===== src/rtl/multicycle_control_unit.sv =====
// Multi-cycle MIPS control sequencer: Moore FSM issuing per-step datapath
// controls, a request/ready handshake to a shared variable-latency memory,
// a per-access wait timeout, a sticky illegal-instruction fault state and a
// retired-instruction counter.
module multicycle_control_unit #(
  parameter int unsigned MEM_TIMEOUT = 16,
  parameter int unsigned CNT_W       = 32
) (
  input  logic             clock,
  input  logic             clear,
  input  logic [5:0]       opcode,
  input  logic [5:0]       funct,
  input  logic             alu_zero,
  input  logic             mem_ready,
  output logic             mem_req,
  output logic             mem_write,
  output logic             i_or_d,
  output logic             ir_write,
  output logic             pc_write,
  output logic [1:0]       pc_source,
  output logic             alu_src_a,
  output logic [1:0]       alu_src_b,
  output logic             ext_sel,
  output logic [3:0]       alu_op,
  output logic             reg_write,
  output logic             reg_dst,
  output logic             mem_to_reg,
  output logic             fault,
  output logic [CNT_W-1:0] retired,
  output logic [3:0]       state
);

  typedef enum logic [3:0] {
    S_FETCH     = 4'd0,
    S_DECODE    = 4'd1,
    S_MEM_ADDR  = 4'd2,
    S_MEM_READ  = 4'd3,
    S_MEM_WB    = 4'd4,
    S_MEM_WRITE = 4'd5,
    S_R_EXEC    = 4'd6,
    S_R_WB      = 4'd7,
    S_I_EXEC    = 4'd8,
    S_I_WB      = 4'd9,
    S_BRANCH    = 4'd10,
    S_JUMP      = 4'd11,
    S_FAULT     = 4'd15
  } state_t;

  // Opcodes
  localparam logic [5:0] OP_RTYPE = 6'b000000;
  localparam logic [5:0] OP_LW    = 6'b100011;
  localparam logic [5:0] OP_SW    = 6'b101011;
  localparam logic [5:0] OP_ADDI  = 6'b001000;
  localparam logic [5:0] OP_ANDI  = 6'b001100;
  localparam logic [5:0] OP_ORI   = 6'b001101;
  localparam logic [5:0] OP_BEQ   = 6'b000100;
  localparam logic [5:0] OP_J     = 6'b000010;

  // R-type function codes
  localparam logic [5:0] FN_ADD = 6'b100000;
  localparam logic [5:0] FN_SUB = 6'b100010;
  localparam logic [5:0] FN_AND = 6'b100100;
  localparam logic [5:0] FN_OR  = 6'b100101;
  localparam logic [5:0] FN_SLT = 6'b101010;

  // ALU function encodings
  localparam logic [3:0] ALU_ADD = 4'b0010;
  localparam logic [3:0] ALU_SUB = 4'b0110;
  localparam logic [3:0] ALU_AND = 4'b0000;
  localparam logic [3:0] ALU_OR  = 4'b0001;
  localparam logic [3:0] ALU_SLT = 4'b0111;

  // Wait counter only needs to reach MEM_TIMEOUT-1
  localparam int unsigned WAIT_W = (MEM_TIMEOUT > 2) ? $clog2(MEM_TIMEOUT) : 1;
  localparam logic [WAIT_W-1:0] WAIT_LAST =
    WAIT_W'((MEM_TIMEOUT == 0) ? 0 : MEM_TIMEOUT - 1);

  state_t             state_q, state_d;
  logic [WAIT_W-1:0]  wait_cnt, wait_d;
  logic [CNT_W-1:0]   retired_q;
  logic               retire;
  logic               mem_stall;

  // State, wait counter and retired counter registers
  always_ff @(posedge clock or posedge clear) begin
    if (clear) begin
      state_q   <= S_FETCH;
      wait_cnt  <= '0;
      retired_q <= '0;
    end else begin
      state_q  <= state_d;
      wait_cnt <= wait_d;
      if (retire) begin
        retired_q <= retired_q + CNT_W'(1);
      end
    end
  end

  // Next-state, per-state datapath controls, wait/timeout and retire strobes
  always_comb begin
    state_d    = state_q;
    wait_d     = '0;
    retire     = 1'b0;
    mem_stall  = 1'b0;
    mem_req    = 1'b0;
    mem_write  = 1'b0;
    i_or_d     = 1'b0;
    ir_write   = 1'b0;
    pc_write   = 1'b0;
    pc_source  = 2'b00;
    alu_src_a  = 1'b0;
    alu_src_b  = 2'b00;
    ext_sel    = 1'b0;
    alu_op     = ALU_ADD;
    reg_write  = 1'b0;
    reg_dst    = 1'b0;
    mem_to_reg = 1'b0;
    fault      = 1'b0;

    unique case (state_q)
      S_FETCH: begin
        mem_req   = 1'b1;
        alu_src_b = 2'b01;
        if (mem_ready) begin
          ir_write = 1'b1;
          pc_write = 1'b1;
          state_d  = S_DECODE;
        end else begin
          mem_stall = 1'b1;
        end
      end

      S_DECODE: begin
        alu_src_b = 2'b11;
        case (opcode)
          OP_RTYPE:              state_d = S_R_EXEC;
          OP_LW, OP_SW:          state_d = S_MEM_ADDR;
          OP_ADDI, OP_ANDI,
          OP_ORI:                state_d = S_I_EXEC;
          OP_BEQ:                state_d = S_BRANCH;
          OP_J:                  state_d = S_JUMP;
          default:               state_d = S_FAULT;
        endcase
      end

      S_MEM_ADDR: begin
        alu_src_a = 1'b1;
        alu_src_b = 2'b10;
        state_d   = (opcode == OP_SW) ? S_MEM_WRITE : S_MEM_READ;
      end

      S_MEM_READ: begin
        mem_req = 1'b1;
        i_or_d  = 1'b1;
        if (mem_ready) begin
          state_d = S_MEM_WB;
        end else begin
          mem_stall = 1'b1;
        end
      end

      S_MEM_WB: begin
        reg_write  = 1'b1;
        mem_to_reg = 1'b1;
        retire     = 1'b1;
        state_d    = S_FETCH;
      end

      S_MEM_WRITE: begin
        mem_req   = 1'b1;
        mem_write = 1'b1;
        i_or_d    = 1'b1;
        if (mem_ready) begin
          retire  = 1'b1;
          state_d = S_FETCH;
        end else begin
          mem_stall = 1'b1;
        end
      end

      S_R_EXEC: begin
        alu_src_a = 1'b1;
        state_d   = S_R_WB;
        case (funct)
          FN_ADD:  alu_op = ALU_ADD;
          FN_SUB:  alu_op = ALU_SUB;
          FN_AND:  alu_op = ALU_AND;
          FN_OR:   alu_op = ALU_OR;
          FN_SLT:  alu_op = ALU_SLT;
          default: state_d = S_FAULT;
        endcase
      end

      S_R_WB: begin
        reg_write = 1'b1;
        reg_dst   = 1'b1;
        retire    = 1'b1;
        state_d   = S_FETCH;
      end

      S_I_EXEC: begin
        alu_src_a = 1'b1;
        alu_src_b = 2'b10;
        state_d   = S_I_WB;
        case (opcode)
          OP_ANDI: begin
            alu_op  = ALU_AND;
            ext_sel = 1'b1;
          end
          OP_ORI: begin
            alu_op  = ALU_OR;
            ext_sel = 1'b1;
          end
          default: alu_op = ALU_ADD;
        endcase
      end

      S_I_WB: begin
        reg_write = 1'b1;
        retire    = 1'b1;
        state_d   = S_FETCH;
      end

      S_BRANCH: begin
        alu_src_a = 1'b1;
        alu_op    = ALU_SUB;
        pc_source = 2'b01;
        pc_write  = alu_zero;
        retire    = 1'b1;
        state_d   = S_FETCH;
      end

      S_JUMP: begin
        pc_write  = 1'b1;
        pc_source = 2'b10;
        retire    = 1'b1;
        state_d   = S_FETCH;
      end

      S_FAULT: begin
        fault   = 1'b1;
        alu_op  = '0;
        state_d = S_FAULT;
      end

      default: begin
        alu_op  = '0;
        state_d = S_FAULT;
      end
    endcase

    // Stalled memory step: count, or give up once the budget is spent.
    // Leaving or entering a memory step always restarts the count at zero.
    if (mem_stall) begin
      if ((MEM_TIMEOUT != 0) && (wait_cnt == WAIT_LAST)) begin
        state_d = S_FAULT;
      end else begin
        wait_d = wait_cnt + WAIT_W'(1);
      end
    end

    // Controls are forced low for the whole time clear is held, so nothing
    // partial reaches the datapath even though clear lands mid-cycle
    if (clear) begin
      mem_req    = 1'b0;
      mem_write  = 1'b0;
      i_or_d     = 1'b0;
      ir_write   = 1'b0;
      pc_write   = 1'b0;
      pc_source  = 2'b00;
      alu_src_a  = 1'b0;
      alu_src_b  = 2'b00;
      ext_sel    = 1'b0;
      alu_op     = '0;
      reg_write  = 1'b0;
      reg_dst    = 1'b0;
      mem_to_reg = 1'b0;
      fault      = 1'b0;
    end
  end

  assign retired = retired_q;
  assign state   = state_q;

endmodule


===== config.mk =====
export PLATFORM = sky130hd
export DESIGN_NAME = multicycle_control_unit
export DESIGN_NICKNAME = d
export VERILOG_FILES = /design/src/rtl/multicycle_control_unit.sv
export SDC_FILE = /design/constraint.sdc
export NUM_CORES = 1
export LEC_CHECK = 0
export ABC_AREA = 1
export BUFFER_PORTS_ARGS = -buffer_cell sky130_fd_sc_hd__buf_2
export CORE_ASPECT_RATIO = 1.5
export CORE_UTILIZATION = 42
export DETAILED_ROUTE_END_ITERATION = 6
export GPL_TIMING_DRIVEN = 0
export PLACE_DENSITY = 0.65
export REMOVE_ABC_BUFFERS = 1
export SYNTH_ARGS = -nofsm -noshare
export SYNTH_HDL_FRONTEND = slang
export SYNTH_SLANG_ARGS = --single-unit

===== constraint.sdc =====
create_clock -name clock -period 2.9 [get_ports clock]
set_clock_uncertainty 0.05 [all_clocks]
set_input_delay 0.435 -clock clock [delete_from_list [all_inputs] [get_ports clock]]
set_output_delay 0.435 -clock clock [all_outputs]
set_load 0.02 [all_outputs]

==> impl_metrics.toml <==
[clock_tree]
clk_latency_ns = 0.30
clkSinkCount = 40
cts_root_buffer = "clkbuf_8"
htree_levels = 2
cts_setup_buffers = 0
clk_pin_slew_ns = 0.08
cts_made_buffers = 5
hold_buffers = 0
cts_buffer_depth = 2
cts_tree = "yes"
cts_resized = 0

[sta]
rsz0062_at_grt = "false"
timing.fmax_ghz = 0.418
min_period_ns = 2.39
finalHoldViolations = 0
finalCritPeriodShare_pct = 82.5
hold_ws_ns = 0.268
drv_slew = 0
fin_ws_ns = 0.507
setup_violations = 0

[placed_design]
post-place-ws_ns = 0.766
dp_hpwl_um = 5960
routabilityCongestion = 0.846
port-buffer-count = 69
place_inst = 611
placed_area_um2 = 3340

[floorplanning]
start_util_pct = 43.2
ios = 71
dieHeight_um = 104
fp.dieArea_um2 = 7340
core_um2 = 6810
die_w_um = 70.3
num_rows = 37

[logic_synthesis]
synth-edff-count = 0
yosysUniqueCellTypes = 28
yosysWarnings = 0
synth_top_cell_area_share_pct = 34.1
syn_area_um2 = 2940
syn_avg_cell_area_um2 = 6.25
async_flop_share_pct = 100
synth_area_leader_cell = "dfrtp_1"
ys_seq_elements = 40
synth_area_leaders = "dfrtp_1 34%, nand2_1 25%, nor2_1 11%"
yosysMostFrequentCell = "nand2_1"
seq_area_frac_synth_pct = 34.1
yosys-top-cells-count = "198 x nand2_1, 84 x nor2_1, 40 x dfrtp_1, 40 x inv_1, 22 x nand3_1"
synthCells = 470
synth-main-ff-cell = "dfrtp_1"

[worst_setup_path]
crit_path_start_kind = "flop"
critPathKind = "flop to output pin"
cp-endpoint = "alu_op[0]"
cp_max_fo = 6
critPathLaunch = "state[0]"
end_kind = "output pin"
worstReg2RegStart = "state[0]"
cp.required_ns = 2.41
arrival_ns = 1.91
r2r_cells = 8
rrSetupSlack_ns = 0.98
r2r_end = "retired[11]"

[final_layout]
syn2layout_area_growth_pct = 17.0
final_nets = 558
drive_above_1_share_pct = 17.9
layoutNonFillerInstCount = 619
num_antenna_cells = 0
fin_area_um2 = 3440

[power]
power_density_nw_per_um2 = 293
leakagePower_uw = 0.00181
peakVddDrop_uv = 144

[global_routing]
grt_overflow = 0
grt_pass1_vias = 2846
grt_pass1_wl_um = 12500
grt_max_degree = 43
grt_usage_pct = 21.5
antenna_found_initial = 0

[detailed_routing]
dr_total_vias = 3054
drc = 0
drt_wl_total_um = 7560
firstDrtPassIters = 4
via_per_inst = 4.93
postRouteAntennaNets = 0
drt_iter0_markers = 166
wl_per_cell_um = 12.2

[flow_run]
drv_cap = 0

[worst_hold_path]
hp-class = "primary input to async pin"

[outcome]
status = "finished, final reports clean"
-- metrics by stage --
stage / total power (uW) / setup TNS (ns) / util, %
after global placement: 614 / -0.166 / 48.8
after detailed placement: 619 / 0 / 49.1
after floorplan: 591 / 0 / -
after global routing: 1040 / 0 / 50.5
after CTS: 1020 / 0 / 50.5
final: 1010 / 0 / 50.5
-- where the power goes --
part,switching [uW],internal (uW)
combinational,34.1,15.5
sequential,0,557
clock,206,193
total,240,765
-- placed cells by master (no fill, tap or decap), drive strengths merged --
cell      instances
clkinvlp          2
nor2             88
ha                2
buf              70
nand3            22
xnor2             6
nor3              7
conb              1
inv              47
nor3b             1
clkbuf            6
nand2           202
a31oi             1
a21oi             7
nand3b           12
o21ai            12
o22ai             1
xor2              9
dfrtp            40
nand4             5
-- critical path: stages, from the launching register on --
cell and delay [ns]:
dfrtp_1 0.46, nor2_1 0.34, nand2_1 0.20, nor2_1 0.13
nand2_1 0.07, o21ai_1 0.08, inv_1 0.05, a21oi_1 0.10
buf_2 0.18
-- kinds of logic after synthesis --
logic type	synth area share, %
XOR/XNOR	4.99
other	0.128
buffers and inverters	8.05
flip-flops	34.1
AO/OA/AOI/OAI	3.66
adder cells (fa/ha/maj)	0.852
AND/OR/NAND/NOR	48.2
-- cell type report --
class	count	area [um2]
Fill cell	742	3370
Multi-Input combinational cell	376	1700
Sequential cell	40	1000
Timing Repair Buffer	70	365
Inverter	47	176
Tap cell	78	97.6
Clock buffer	6	82.6
Clock inverter	2	15.0
-- worst min path at each step --
stage                startpoint          end  slack, ns  cells after the start
floorplan           wait_cnt[0]  wait_cnt[0]       0.39                      1
global placement    wait_cnt[0]  wait_cnt[0]       0.41                      1
detailed placement  wait_cnt[0]  wait_cnt[0]       0.43                      1
CTS                       clear   retired[9]       0.28                      3
global route              clear     state[2]       0.32                      3
finish                    clear   retired[8]       0.27                      3
-- routing by layer --
layer  global-route usage (%)  routed length (um)  part of all wire [%]  up-vias
met1                     22.5                2950                    39     1359
met5                        0                   0                     0        -
li1                         -                   -                     -     1589
met3                     4.17                 339                   4.5       22
met4                     12.0                 323                   4.3        0
met2                     39.1                3950                    52       84
-- state kept, by name, indices dropped and copies added (netlist names) --
signal / flops
retired: 32
state: 4
wait_cnt: 4
(Power assumes the default switching activity.)
